==> src/rtl/jk_ff_bank.sv <==
// ----------------------------------------------------------------------------
// jk_ff_bank
//   Bank of WIDTH flip-flops sharing one clock, enable and mode select.
//   Each channel behaves as a JK, T, D or SR flip-flop depending on i_mode.
//   Alongside the state the bank keeps a saturating count of individual bit
//   transitions, a one-cycle change strobe and a sticky illegal-SR flag.
//
// Ports
//   i_clk         rising-edge clock
//   i_rst         asynchronous active-low reset
//   i_en          update enable; 0 holds the bank
//   i_mode        00 JK, 01 T, 10 D, 11 SR (all channels)
//   i_j           per-channel J / T / D / S input
//   i_k           per-channel K / R input (unused in T and D)
//   i_clr_err     synchronous clear of o_sr_err (a new set wins)
//   o_y           flip-flop state
//   o_y_n         registered complement of o_y
//   o_changed     high for one cycle after any bit of o_y changed
//   o_toggle_cnt  saturating count of bit transitions
//   o_sr_err      sticky flag: S=R=1 seen in SR mode
//
// All outputs come straight from registers; there is no combinational path
// from any input to any output.
// ----------------------------------------------------------------------------
module jk_ff_bank #(
   parameter int WIDTH = 8,
   parameter int CNT_W = 8
) (
   input  logic             i_clk,
   input  logic             i_rst,
   input  logic             i_en,
   input  logic [1:0]       i_mode,
   input  logic [WIDTH-1:0] i_j,
   input  logic [WIDTH-1:0] i_k,
   input  logic             i_clr_err,
   output logic [WIDTH-1:0] o_y,
   output logic [WIDTH-1:0] o_y_n,
   output logic             o_changed,
   output logic [CNT_W-1:0] o_toggle_cnt,
   output logic             o_sr_err
);

   typedef enum logic [1:0] {
      MODE_JK = 2'b00,
      MODE_T  = 2'b01,
      MODE_D  = 2'b10,
      MODE_SR = 2'b11
   } mode_t;

   localparam int PC_W = $clog2(WIDTH + 1);
   // Sum is at least one bit wider than the counter so overflow is visible;
   // widened further if the popcount alone would not fit.
   localparam int SUM_W = (CNT_W + 1 > PC_W + 1) ? CNT_W + 1 : PC_W + 1;
   localparam logic [CNT_W-1:0] CNT_MAX = {CNT_W{1'b1}};

   logic [WIDTH-1:0] r_y;
   logic [WIDTH-1:0] r_y_n;
   logic             r_changed;
   logic [CNT_W-1:0] r_toggle_cnt;
   logic             r_sr_err;

   logic [WIDTH-1:0] w_y_next;
   logic [WIDTH-1:0] w_diff;
   logic [PC_W-1:0]  w_popcnt;
   logic [SUM_W-1:0] w_sum;
   logic [CNT_W-1:0] w_cnt_next;
   logic             w_sr_illegal;
   mode_t            w_mode;

   assign w_mode = mode_t'(i_mode);

   // Per-channel next state; an illegal SR pair simply holds that channel.
   always_comb begin
      w_y_next = r_y;
      if (i_en) begin
         for (int i = 0; i < WIDTH; i++) begin
            unique case (w_mode)
               MODE_JK: begin
                  unique case ({i_j[i], i_k[i]})
                     2'b00:   w_y_next[i] = r_y[i];
                     2'b01:   w_y_next[i] = 1'b0;
                     2'b10:   w_y_next[i] = 1'b1;
                     default: w_y_next[i] = ~r_y[i];
                  endcase
               end
               MODE_T:  w_y_next[i] = i_j[i] ? ~r_y[i] : r_y[i];
               MODE_D:  w_y_next[i] = i_j[i];
               default: begin
                  unique case ({i_j[i], i_k[i]})
                     2'b01:   w_y_next[i] = 1'b0;
                     2'b10:   w_y_next[i] = 1'b1;
                     default: w_y_next[i] = r_y[i];
                  endcase
               end
            endcase
         end
      end
   end

   assign w_diff = w_y_next ^ r_y;

   always_comb begin
      w_popcnt = '0;
      for (int i = 0; i < WIDTH; i++) begin
         w_popcnt = w_popcnt + PC_W'(w_diff[i]);
      end
   end

   assign w_sum        = SUM_W'(r_toggle_cnt) + SUM_W'(w_popcnt);
   assign w_cnt_next   = (w_sum > SUM_W'(CNT_MAX)) ? CNT_MAX : w_sum[CNT_W-1:0];
   assign w_sr_illegal = i_en && (w_mode == MODE_SR) && (|(i_j & i_k));

   always_ff @(posedge i_clk or negedge i_rst) begin
      if (!i_rst) begin
         r_y          <= '0;
         r_y_n        <= '1;
         r_changed    <= 1'b0;
         r_toggle_cnt <= '0;
         r_sr_err     <= 1'b0;
      end else begin
         r_y          <= w_y_next;
         r_y_n        <= ~w_y_next;
         r_changed    <= i_en && (|w_diff);
         r_toggle_cnt <= w_cnt_next;
         // Set has priority over a simultaneous clear.
         if (w_sr_illegal) begin
            r_sr_err <= 1'b1;
         end else if (i_clr_err) begin
            r_sr_err <= 1'b0;
         end
      end
   end

   assign o_y          = r_y;
   assign o_y_n        = r_y_n;
   assign o_changed    = r_changed;
   assign o_toggle_cnt = r_toggle_cnt;
   assign o_sr_err     = r_sr_err;

endmodule

==> config.mk <==
export PLATFORM = sky130hd
export DESIGN_NAME = jk_ff_bank
export DESIGN_NICKNAME = d
export VERILOG_FILES = /design/src/rtl/jk_ff_bank.sv
export SDC_FILE = /design/constraint.sdc
export NUM_CORES = 1
export LEC_CHECK = 0
export CELL_PAD_IN_SITES_DETAIL_PLACEMENT = 0
export CELL_PAD_IN_SITES_GLOBAL_PLACEMENT = 1
export CORE_AREA = 2 2 83 77
export CTS_BUF_LIST = sky130_fd_sc_hd__clkbuf_8 sky130_fd_sc_hd__clkbuf_16
export CTS_CLUSTER_DIAMETER = 30
export DETAILED_ROUTE_END_ITERATION = 8
export DIE_AREA = 0 0 85 79
export PLACE_DENSITY = 0.93
export SYNTH_ARGS = -nofsm -noshare
export SYNTH_HDL_FRONTEND = slang
export SYNTH_SLANG_ARGS = --single-unit
export TNS_END_PERCENT = 30
==> constraint.sdc <==
create_clock -name i_clk -period 6.6 [get_ports i_clk]
set_input_delay 1.32 -clock i_clk [delete_from_list [all_inputs] [get_ports i_clk]]
set_output_delay 1.32 -clock i_clk [all_outputs]
set_load 0.02 [all_outputs]
* After elaboration in Yosys (flattened, before gate mapping)
Cells that the tools add are included.
Operators by class: $add $sub $neg 8, multiply operators 0, div/mod/pow operators 0, $lt $le $gt $ge 1, equal/unequal tests 19, shift operators 0, mux-type cells 36, bitwise gates (word level) 11, reduce and logical (&&, ||, !) cells 15
Operators by type and width (count):
- $pmux W1 S3 | 16
- $eq A2 B2 Y1 const B | 10
- $eq A2 B1 Y1 const B | 9
- $logic_not A2 Y1 | 9
- $add A4 B1 Y4 | 4
- $mux W8 | 2
- $pmux W1 S2 | 8
- $reduce_or A8 Y1 | 2
- $mux W1 | 10
- $add A8 B4 Y9 | 1
- $gt A9 B8 Y1 const B | 1
- $and A8 B8 Y8 | 1
- $not A1 Y1 | 8
- $not A8 Y8 | 1
- $xor A8 B8 Y8 | 1
- $add A3 B1 Y4 | 1
- $add A2 B1 Y3 | 1
- $logic_and A1 B1 Y1 | 3
- $add A1 B1 Y2 | 1
- $reduce_bool A2 Y1 | 1
Storage, ports and cells: flip-flop bits (word level) 26, bits in latches 0, bits in writable memories 0, ROM bits 0, input port bits 22, output and inout port bits 26, logic and storage cells 95, memories 0

* Depth between registers and ports, before layout
word-level depth 15, gate-level depth with buffers 16, gate-level depth less buffers 16

* Worst setup path before layout
No wires, ideal clock.
path kind input -> register, from input i_mode[0], to register r_toggle_cnt[6] (netlist: o_toggle_cnt[6]), setup time 127 ps, data arrival time 5471 ps, data required time 6473 ps, slack 1002 ps, stages on the path 16, path buffers 2, cells stage by stage buf_6 > nor2b_2 > buf_4 > a32o_1 > o31ai_1 > fa_1 > fa_1 > inv_1 > fa_1 > fa_1 > fa_1 > nor2b_1 > o21ai_1 > nand2_1 > and3_1 > mux2_1
Between the ends: longest elaborated chain between the ends 14, elaborated cells between the ends (all ways) 23, those cells by class add/sub (8); order compare (1); eq/ne (2); mux (10); bitwise (1); reduce/logical (1)
RTL lines:
- start: declaration | RTL line 32 | input logic [1:0] i_mode,
- $eq A2 B2 Y1, or another cell as far along | RTL line 77 | unique case (w_mode)
- $pmux W1 S3 | RTL line 77
- $mux W8 * | RTL line 75 | if (i_en) begin
- $xor A8 B8 Y8 * | RTL line 100 | assign w_diff = w_y_next ^ r_y;
- $add A1 B1 Y2 | RTL line 105 | w_popcnt = w_popcnt + PC_W'(w_diff[i]);
- $add A2 B1 Y3 | RTL line 105
- $add A3 B1 Y4 | RTL line 105
- $add A4 B1 Y4 (3 in a row) | RTL line 105
- $add A4 B1 Y4 * | RTL line 105
- $add A8 B4 Y9 * | RTL line 109 | assign w_sum = SUM_W'(r_toggle_cnt) + SUM_W'(w_popcnt);
- $gt A9 B8 Y1 | RTL line 110 | assign w_cnt_next = (w_sum > SUM_W'(CNT_MAX)) ? CNT_MAX : w_sum[CNT_W-1:0];
- $mux W8 * | RTL line 110
- net w_cnt_next[6] | RTL line 66 | logic [CNT_W-1:0] w_cnt_next;
- end signal: assignment | RTL line 124 | r_toggle_cnt <= w_cnt_next;
- end: declaration | RTL line 59 | logic [CNT_W-1:0] r_toggle_cnt;
The timed path passes the listed nets; every way through them passes the cells marked *. A chain may end at the register's enable or synchronous reset.

* Worst setup path in the final report
from input i_mode[1], to register r_toggle_cnt[6] (netlist: o_toggle_cnt[6])
The elaborated chain is that of the path after synthesis.

==> flow_summary_export.csv <==
group,metric,value,unit
routing,routed_wl,5670,um
timing,period_share,0.909,
setup_path,crit_path_start_kind,"input port",
setup_path,path_buf_inv,3,
floorplan,core,0.00591,mm2
clock_network,insertion_delay,0.27,ns
global_route,grt-ovfl-total,0,
global_route,first_global_vias,1923,
yosys,avgSynthCellArea,8.67,um2
job,cap_violations,0,
placed_design,hpwl,4370,um
setup_path,path_cells,"clkdlybuf4s50_1 -> buf_4 -> or2_1 -> a21oi_1 -> o31ai_1 -> fa_1 -> fa_1 -> inv_1 -> fa_1 -> fa_1 -> fa_1 -> nor2b_1 -> o21ai_1 -> nand2_1 -> and3_1 -> mux2_1",
setup_path,cpPeakStageDelay,0.66,ns
timing,slew_headroom,0.699,
finish,num_antenna_cells,0,
yosys,yosysMostFrequentCell,"nand2_1",
worst_hold_path,hp-class,"flip-flop to flip-flop",
yosys,syn_nets,313,
clock_network,h-tree-depth,1,
placed_design,routabilityCongestion,0.842,
yosys,synth_area_leaders,"dfrtp_1 20%, ha_1 12%, dfstp_2 9.2%, nand2_1 6.2%, fa_1 4.4%",
setup_path,worstPathArrival,6.17,ns
yosys,yosysTopAreaCell,"dfrtp_1",
yosys,ys_async_sr_fraction,1.00,
timing,setup_viol,0,
setup_path,critPathMaxFanout,21,
placed_design,dpl_cell_area,0.00284,mm2
routing,firstDrtPassIters,4,
floorplan,row_count,27,
global_route,grt_start_max_net_pins,27,
timing,fin_tns_setup,0,ns
finish,drive_gt1_frac,0.0932,
timing,period_minus_slack,6.00,ns
clock_network,postCtsResizedCells,0,
clock_network,holdBufCountCts,0,
finish,area_growth_syn_to_layout,27.1,%
timing,tightest_slew,0.448,ns
clock_network,postCtsSetupBuffers,0,
global_route,grt_pass1_wl,9500,um
finish,nets,361,
setup_path,r2r_start,"o_y[0]$_DFF_PN0_",
routing,drtIter0Drc,148,
floorplan,start_util,0.387,
global_route,antenna_found_initial,0,
worst_hold_path,min_from,"o_sr_err$_DFFE_PN0P_",
routing,post_drt_wl_per_cell,14.8,um
routing,vias,2083,
setup_path,critical_path_class,"input port to flip-flop",
setup_path,worstPathRequired,6.76,ns
timing,rsz0062_at_grt,"false",
floorplan,die_w,85,um
routing,vias_per_cell,5.44,
setup_path,critical_path.slowest_cell,"clkdlybuf4s50_1",
floorplan,ios,48,
power_and_ir_drop,cellPowerDensity,311,mW/mm2
yosys,yosysTopAreaCellShare,0.197,
timing,fmax,167,MHz
clock_network,root_buffer,"clkbuf_8",
clock_network,clock-sinks,26,
routing,drc,0,
routing,drtAntennaViolNets,0,
floorplan,die_area,0.00672,mm2
yosys,seq_area_frac_synth,0.289,
clock_network,cts_buffer_depth,2,
power_and_ir_drop,ir_drop,0.135,mV
finish,postLayoutCellArea,0.00291,mm2
floorplan,die_h,79,um
timing,skew,0.00286,ns
setup_path,critPathLaunch,"i_mode[1]",
clock_network,cts_tree,"yes",
setup_path,cpMostUsedCell,"fa_1",
yosys,netlist_instances,264,
yosys,ys_types,46,
yosys,synth-seq-cells,26,
yosys,yosysWarnings,0,
finish,fill_cells,559,
yosys,synth_top_flop_cell,"dfrtp_1",
timing,slew_violations,0,
yosys,synth_edf_count,0,
yosys,syn_area,0.00229,mm2
setup_path,end_kind,"flip-flop",
placed_design,numPortBuffers,47,
setup_path,crit_family,"adder cells",
clock_network,clkSlewWorstSetupHoldPaths,0.10,ns
clock_network,cts_buffers,3,
global_route,grtUsageTotal,0.175,
yosys,yosys-top-cells-count,"38 x nand2_1, 22 x ha_1, 18 x dfrtp_1, 16 x inv_1, 15 x nor2b_1",
timing,hold_viol_final,0,
power_and_ir_drop,p_leak,1.31,nW
status,status,"complete, no violations",
[flip-flops by register name, indices dropped and copies added (netlist names)]
signal        cells
o_toggle_cnt      8
o_y               8
o_y_n             8
o_changed         1
o_sr_err          1
[cells by family after synthesis]
kind of cell	Yosys count	synth area share
compound gates	56	0.171
xor+xnor	1	0.00383
fa+ha+maj	27	0.164
buf+inv	27	0.0541
flops	26	0.289
mux	3	0.0142
simple gates	124	0.304
[report_power, final]
| group | total, mW | switching (mW) | internal, mW |
|---|---|---|---|
| sequential | 0.265 | 0.0457 | 0.219 |
| clock | 0.135 | 0.0539 | 0.0812 |
| combinational | 0.505 | 0.264 | 0.242 |
| total | 0.905 | 0.363 | 0.542 |
[final cells by class]
class	count	area, um2	share of cell area
flip-flops and latches	26	661	0.227
clock buffers	3	41.3	0.0142
clock inverters	1	30.0	0.0103
multi-input cells	211	1500	0.517
well taps	72	90.1	0.0310
repair buffers	54	523	0.180
inverters	16	60.1	0.0206
[cells in the final DEF, fill, tap and decap left out, types with 2 or more instances in the layout]
| cell type | synthesis | layout |
|---|---|---|
| clkdlybuf4s50_1 | 0 | 47 |
| nand2_1 | 38 | 38 |
| ha_1 | 22 | 22 |
| dfrtp_1 | 18 | 18 |
| inv_1 | 16 | 16 |
| nor2b_1 | 15 | 15 |
| nor2_1 | 14 | 14 |
| and3_1 | 11 | 11 |
| o21ai_0 | 10 | 10 |
| a21oi_1 | 9 | 9 |
| nand3_1 | 9 | 9 |
| nand3b_1 | 8 | 8 |
| and4b_1 | 8 | 8 |
| dfstp_2 | 8 | 8 |
| buf_4 | 1 | 7 |
| a32o_1 | 6 | 6 |
| o211ai_1 | 6 | 6 |
| a21boi_0 | 6 | 6 |
| o21ai_1 | 5 | 5 |
| fa_1 | 5 | 5 |
| or2_2 | 4 | 4 |
| o31a_1 | 4 | 4 |
| clkbuf_8 | 0 | 3 |
| or2_0 | 2 | 2 |
| or2_1 | 2 | 2 |
| a21oi_2 | 2 | 2 |
| and3b_1 | 2 | 2 |
| a311oi_1 | 2 | 2 |
| o31ai_1 | 2 | 2 |
| nor3b_1 | 2 | 2 |
| a41o_1 | 2 | 2 |
| or4_1 | 2 | 2 |
[final timing paths]
path	slack, ns	endpoint	cells after the start
hold reg to reg	0.53	o_sr_err$_DFFE_PN0P_	2
max in group asynchronous	4.89	o_y_n[7]$_DFF_PN1_	2
setup reg to reg	1.94	o_toggle_cnt[6]$_DFF_PN0_	14
min in group asynchronous	1.41	o_toggle_cnt[2]$_DFF_PN0_	2
setup / recovery	0.60	o_toggle_cnt[6]$_DFF_PN0_	16
hold / removal	0.53	o_sr_err$_DFFE_PN0P_	2
[routing by layer]
metal | track usage | up-vias | routed length [um]
li1 | - | 1035 | -
met1 | 0.255 | 999 | 2690
met2 | 0.280 | 45 | 2770
met3 | 0.0166 | 4 | 166
met4 | 0.0381 | 0 | 50
met5 | 0 | - | 0
[worst min-delay path: cells and delay by family, from the launching register on]
kind | cells | cell delay, ns
flip-flops | 1 | 0.39
AO/OA/AOI/OAI | 1 | 0.06
buffers and inverters | 1 | 0.05
[metrics by stage]
stage	power [mW]	hold slack (ns)	utilization	cells	worst slack [ns]
global route	0.990	0.590	0.492	383	0.293
floorplan	0.582	0.606	-	264	1.00
finish	0.905	0.533	0.492	383	0.598
detailed placement	0.778	0.520	0.480	379	0.303
CTS	0.917	0.537	0.492	383	0.591
global placement	0.764	0.516	0.480	379	0.385
Note: power is estimated with default switching activity, not from simulation.
